**config.mk**
```make
export PLATFORM = sky130hd
export DESIGN_NAME = demux2_reg
export DESIGN_NICKNAME = d
export VERILOG_FILES = /design/src/rtl/demux2_pkg.sv /design/src/rtl/demux2_slot.sv /design/src/rtl/demux2_reg.sv
export SDC_FILE = /design/constraint.sdc
export NUM_CORES = 1
export LEC_CHECK = 0
export BUFFER_PORTS_ARGS = -buffer_cell sky130_fd_sc_hd__buf_2
export CAP_MARGIN = 20
export CORE_ASPECT_RATIO = 1.2
export CORE_MARGIN = 8
export CORE_UTILIZATION = 49
export CTS_CLUSTER_DIAMETER = 120
export CTS_CLUSTER_SIZE = 28
export DETAILED_ROUTE_END_ITERATION = 8
export PLACE_DENSITY = 0.82
export SLEW_MARGIN = 20
export SYNTH_ARGS = -nofsm -noshare
export SYNTH_HDL_FRONTEND = slang
export SYNTH_HIERARCHICAL = 1
export SYNTH_SLANG_ARGS = --single-unit
```
**constraint.sdc**
```tcl
create_clock -name i_clk -period 3.1 [get_ports i_clk]
set_input_delay 0.62 -clock i_clk [delete_from_list [all_inputs] [get_ports i_clk]]
set_output_delay 0.62 -clock i_clk [all_outputs]
set_load 0.02 [all_outputs]
```
**src/rtl/demux2_pkg.sv**
```systemverilog
// demux2_pkg: shared types and default sizes for the demux2_reg slice.
//   slot_state_e : one-entry slot occupancy (EMPTY / FULL)
//   DW_DEF       : default payload width
//   CW_DEF       : default beat-counter width (counters exist only with DEMUX2_CNT_EN)
package demux2_pkg;

  localparam int unsigned DW_DEF = 8;
  localparam int unsigned CW_DEF = 16;

  typedef enum logic {
    EMPTY = 1'b0,
    FULL  = 1'b1
  } slot_state_e;

endpackage : demux2_pkg

```
**src/rtl/demux2_slot.sv**
```systemverilog
// demux2_slot: one-entry output holding register with valid/ready drain side.
// Optional macro DEMUX2_CNT_EN adds a wrapping count of drained beats.
// Ports:
//   i_clk, i_rstn : clock, asynchronous active-low reset
//   i_fill        : load i_data this cycle (caller guarantees slot is empty or draining)
//   i_data        : payload to load
//   i_ready       : downstream consumer ready
//   o_valid       : slot holds a beat
//   o_data        : held payload (don't-care while o_valid = 0)
//   o_cnt         : beats drained so far (DEMUX2_CNT_EN only)
module demux2_slot
  import demux2_pkg::*;
#(
  parameter int unsigned DW = DW_DEF
`ifdef DEMUX2_CNT_EN
  , parameter int unsigned CW = CW_DEF
`endif
) (
  input  logic          i_clk,
  input  logic          i_rstn,
  input  logic          i_fill,
  input  logic [DW-1:0] i_data,
  input  logic          i_ready,
  output logic          o_valid,
  output logic [DW-1:0] o_data
`ifdef DEMUX2_CNT_EN
  , output logic [CW-1:0] o_cnt
`endif
);

  slot_state_e   state_q, state_d;
  logic [DW-1:0] data_q, data_d;
  logic          drain;

  // Consumer takes the held beat this cycle.
  assign drain = (state_q == FULL) && i_ready;

  // Next state and payload; a fill while draining keeps the slot FULL with no bubble.
  always_comb begin
    state_d = state_q;
    data_d  = data_q;
    case (state_q)
      EMPTY: if (i_fill) state_d = FULL;
      FULL:  if (drain && !i_fill) state_d = EMPTY;
      default: state_d = EMPTY;
    endcase
    if (i_fill) data_d = i_data;
  end

  always_ff @(posedge i_clk or negedge i_rstn) begin
    if (!i_rstn) begin
      state_q <= EMPTY;
      data_q  <= '0;
    end else begin
      state_q <= state_d;
      data_q  <= data_d;
    end
  end

  assign o_valid = (state_q == FULL);
  assign o_data  = data_q;

`ifdef DEMUX2_CNT_EN
  logic [CW-1:0] cnt_q, cnt_d;

  // Free-running drained-beat count, wraps without saturation.
  always_comb begin
    cnt_d = cnt_q;
    if (drain) cnt_d = cnt_q + CW'(1);
  end

  always_ff @(posedge i_clk or negedge i_rstn) begin
    if (!i_rstn) cnt_q <= '0;
    else         cnt_q <= cnt_d;
  end

  assign o_cnt = cnt_q;
`endif

endmodule : demux2_slot

```
**src/rtl/demux2_reg.sv**
```systemverilog
// demux2_reg: registered 1-to-2 valid/ready stream demultiplexer.
// Each input beat is routed by i_sel into a one-entry slot per output.
// Optional macro DEMUX2_CNT_EN adds per-output drained-beat counters.
// Ports:
//   i_clk, i_rstn               : clock, asynchronous active-low reset
//   i_valid, o_ready            : input handshake (o_ready is combinational)
//   i_sel, i_data               : destination select and payload of current beat
//   o_valid0, i_ready0, o_data0 : output 0 stream
//   o_valid1, i_ready1, o_data1 : output 1 stream
//   o_cnt0, o_cnt1              : drained beat counts (DEMUX2_CNT_EN only)
module demux2_reg
  import demux2_pkg::*;
#(
  parameter int unsigned DW = DW_DEF
`ifdef DEMUX2_CNT_EN
  , parameter int unsigned CW = CW_DEF
`endif
) (
  input  logic          i_clk,
  input  logic          i_rstn,
  input  logic          i_valid,
  output logic          o_ready,
  input  logic          i_sel,
  input  logic [DW-1:0] i_data,
  output logic          o_valid0,
  input  logic          i_ready0,
  output logic [DW-1:0] o_data0,
  output logic          o_valid1,
  input  logic          i_ready1,
  output logic [DW-1:0] o_data1
`ifdef DEMUX2_CNT_EN
  , output logic [CW-1:0] o_cnt0
  , output logic [CW-1:0] o_cnt1
`endif
);

  logic acc;
  logic fill0;
  logic fill1;

  // Only the selected side gates the input: a stalled target blocks the
  // stream even if the other slot is empty (in-order, head-of-line blocking).
  assign o_ready = i_sel ? (!o_valid1 || i_ready1) : (!o_valid0 || i_ready0);
  assign acc     = i_valid && o_ready;
  assign fill0   = acc && !i_sel;
  assign fill1   = acc &&  i_sel;

  demux2_slot #(
    .DW (DW)
`ifdef DEMUX2_CNT_EN
    , .CW (CW)
`endif
  ) u_slot0 (
    .i_clk   (i_clk),
    .i_rstn  (i_rstn),
    .i_fill  (fill0),
    .i_data  (i_data),
    .i_ready (i_ready0),
    .o_valid (o_valid0),
    .o_data  (o_data0)
`ifdef DEMUX2_CNT_EN
    , .o_cnt (o_cnt0)
`endif
  );

  demux2_slot #(
    .DW (DW)
`ifdef DEMUX2_CNT_EN
    , .CW (CW)
`endif
  ) u_slot1 (
    .i_clk   (i_clk),
    .i_rstn  (i_rstn),
    .i_fill  (fill1),
    .i_data  (i_data),
    .i_ready (i_ready1),
    .o_valid (o_valid1),
    .o_data  (o_data1)
`ifdef DEMUX2_CNT_EN
    , .o_cnt (o_cnt1)
`endif
  );

endmodule : demux2_reg
```
==> metrics.csv <==
stage,metric,value,unit
outcome,outcome,completed,
clock_network,cts-buffers-inserted,3,
synthesis,syn-num-nets,61,
synthesis,ys_seq_area_share,57.5,%
power,power_per_cell_area,637,nW/um^2
sta,final.setup.tns,0,ps
synthesis,yosys.area_share.simple,3.83,%
place,place_area,958,um^2
run,maxCapViolations,0,
setup_path,cp_num_buf_inv,2,
setup_path,end_kind,output pin,
place,gp_congestion,0.604,
floorplan,io_pins,33,
clock_network,post_cts_buffers,0,
setup_path,crit_path_start_kind,input port,
synthesis,synth_edf_count,0,
setup_path,crit_chain,buf_2 > nor3b_1 > a31oi_1 > buf_2,
floorplan,rows,16,
sta,slew_viol_final,0,
synthesis,synth_adder_area_share,0,%
sta,rsz0062_at_grt,no,
global_routing,antenna_found_initial,0,
sta,clock_skew,1.17,ps
clock_network,clk_latency,290,ps
synthesis,synth-async-reset-ratio,100,%
setup_path,critPathMostFrequentCell,buf_2,
clock_network,root_buffer,clkbuf_4,
clock_network,htree_num_levels,1,
global_routing,grt_first_pass_wirelength,2.49,mm
clock_network,post_cts_resized,0,
synthesis,synth_top_family_by_area,multiplexers,
sta,finalCritPeriodShare,58.7,%
place,port_buffers,32,
synthesis,synth_most_common_cell,dfrtp_1,
drt,ant_nets,0,
drt,via_per_inst,4.94,
hold_path,hp-class,in -> async,
synthesis,synth_area_per_cell,16.7,um^2
synthesis,ys_top_cells_by_count,"dfrtp_1 (18), mux2_4 (16), inv_1 (3)",
drt,drtIter0Drc,5,
floorplan,die-area,3140,um^2
power,power,634,uW
floorplan,core_area,1560,um^2
sta,setup_viol,0,
final_layout,antennaDiodeCount,0,
sta,whs,234,ps
global_routing,grt_pass1_vias,559,
setup_path,slowest_stage,nor3b_1,
synthesis,netlist_area,783,um^2
sta,relSlewSlack,74.7,%
place,post-place-ws,1290,ps
floorplan,die_w,52.5,um
global_routing,grt_start_max_net_pins,19,
final_layout,seqCellArea,450,um^2
final_layout,fin_util,63.7,%
drt,routed_wl,1.56,mm
drt,drc,0,
global_routing,grt_usage,11.1,%
synthesis,synth-xor-area-share,0,%
final_layout,drive_gt1_share,68.7,%
synthesis,synthMuxAreaShare,30.7,%
floorplan,initial_core_util,50.2,%
clock_network,cts_sinks,18,
synthesis,synth_top_area_cell,dfrtp_1,
place,place_hpwl,1.22,mm
final_layout,multi_input_area,299,um^2
global_routing,grt_overflow,0,
sta,timing.fmax,0.549,GHz
clock_network,clk_pin_slew,100,ps
clock_network,cts_hold_buffers,0,
sta,fin_ws,1280,ps
clock_network,cts_tree,done,
sta,period_minus_slack,1820,ps
final_layout,syn_to_final_growth,27.0,%
synthesis,synthFlopType,dfrtp_1,
synthesis,ys_types,11,
setup_path,crit_type,in -> out,
drt,vias,499,
synthesis,synth_compound_area_share,3.67,%
synthesis,synth_top_cell_area_share,57.5,%
floorplan,die-height,59.8,um
synthesis,synthCells,47,
sta,tightest_slew,379,ps
synthesis,ys_warn_count,6,
final_layout,post_layout_nonfiller_instances,101,
power,power_leakage,0.530,nW
setup_path,critPathMaxFanout,4,
final_layout,final_nets,98,
clock_network,clock_path_buffers,2,
synthesis,ys_top_cells_by_area,"dfrtp_1 (58%), mux2_4 (31%), buf_6 (2.9%)",
setup_path,cp_top_family,buffers and inverters,
synthesis,synth_seq_cells,18,
drt,wl_per_cell,15.4,um
drt,dr.pass1.iters,2,
final_layout,fillers,125,
sta,hold_viol_final,0,
place,dp_cells,97,
setup_path,critPathMaxStageDelay,230,ps
final_layout,fin_area,995,um^2
setup_path,cp.required,2480,ps
setup_path,cp_data_arrival_time,1200,ps
power,irDropWorstVdd,0.333,mV
cells by family (layout without fill, tap and decap cells):
family,Yosys count,in the layout
AND/OR/NAND/NOR,4,4
AO/OA/AOI/OAI,4,4
multiplexers,16,16
flip-flops,18,18
buffers and inverters,5,41
cells in the final DEF, fill, tap and decap left out:
cell / synthesis / layout
nor3b_2: 1 / 1
buf_4: 0 / 2
nor3b_1: 1 / 1
dfrtp_1: 18 / 18
a21oi_1: 1 / 1
inv_1: 3 / 3
buf_2: 0 / 32
clkbuf_8: 0 / 1
mux2_4: 16 / 16
a21o_2: 2 / 2
nor2b_1: 1 / 1
nand2_1: 1 / 1
clkbuf_4: 0 / 3
a31oi_1: 1 / 1
worst reg2reg max path, stage by stage, from the launching register on:
cell and delay [ps]:
dfrtp_1 410, nor2b_1 150, nor3b_2 150, buf_4 230, mux2_4 320
worst paths after layout:
path                                   start                end  slack (ps)  depth (start not counted)
min in group i_clk         u_slot1/o_data[3]  u_slot1/o_data[3]         510                          1
min reg2reg                u_slot1/o_data[3]  u_slot1/o_data[3]         510                          1
min                                   i_rstn    u_slot1/o_valid         230                          1
max in group asynchronous             i_rstn  u_slot1/o_data[3]        2600                          1
max                                    i_sel            o_ready        1280                          4
max reg2reg                  u_slot0/o_valid  u_slot0/o_data[6]        1740                          4
sequential cells by signal (all words and copies together), names as in the netlist:
signal           count
u_slot0/o_data       8
u_slot1/o_data       8
u_slot0/o_valid      1
u_slot1/o_valid      1
routing by layer:
metal / track usage (%) / share of wire (%)
met1: 12.5 / 42
met2: 17.1 / 50
met3: 3.23 / 5.4
met4: 7.78 / 2.2
met5: 0 / 0
where the power goes:
| group | switching (mW) | internal [mW] | total, mW |
|---|---|---|---|
| registers | 0.0243 | 0.276 | 0.300 |
| logic | 0.0984 | 0.0943 | 0.193 |
| clock network | 0.0694 | 0.0715 | 0.141 |
cell type report:
cell class	instances	share of cell area, %
multi-input combinational	24	30.1
sequential	18	45.3
tap	18	2.26
clock buffer	4	3.65
inverter	3	1.13
timing repair buffer	34	17.6
(Power assumes the default switching activity.)
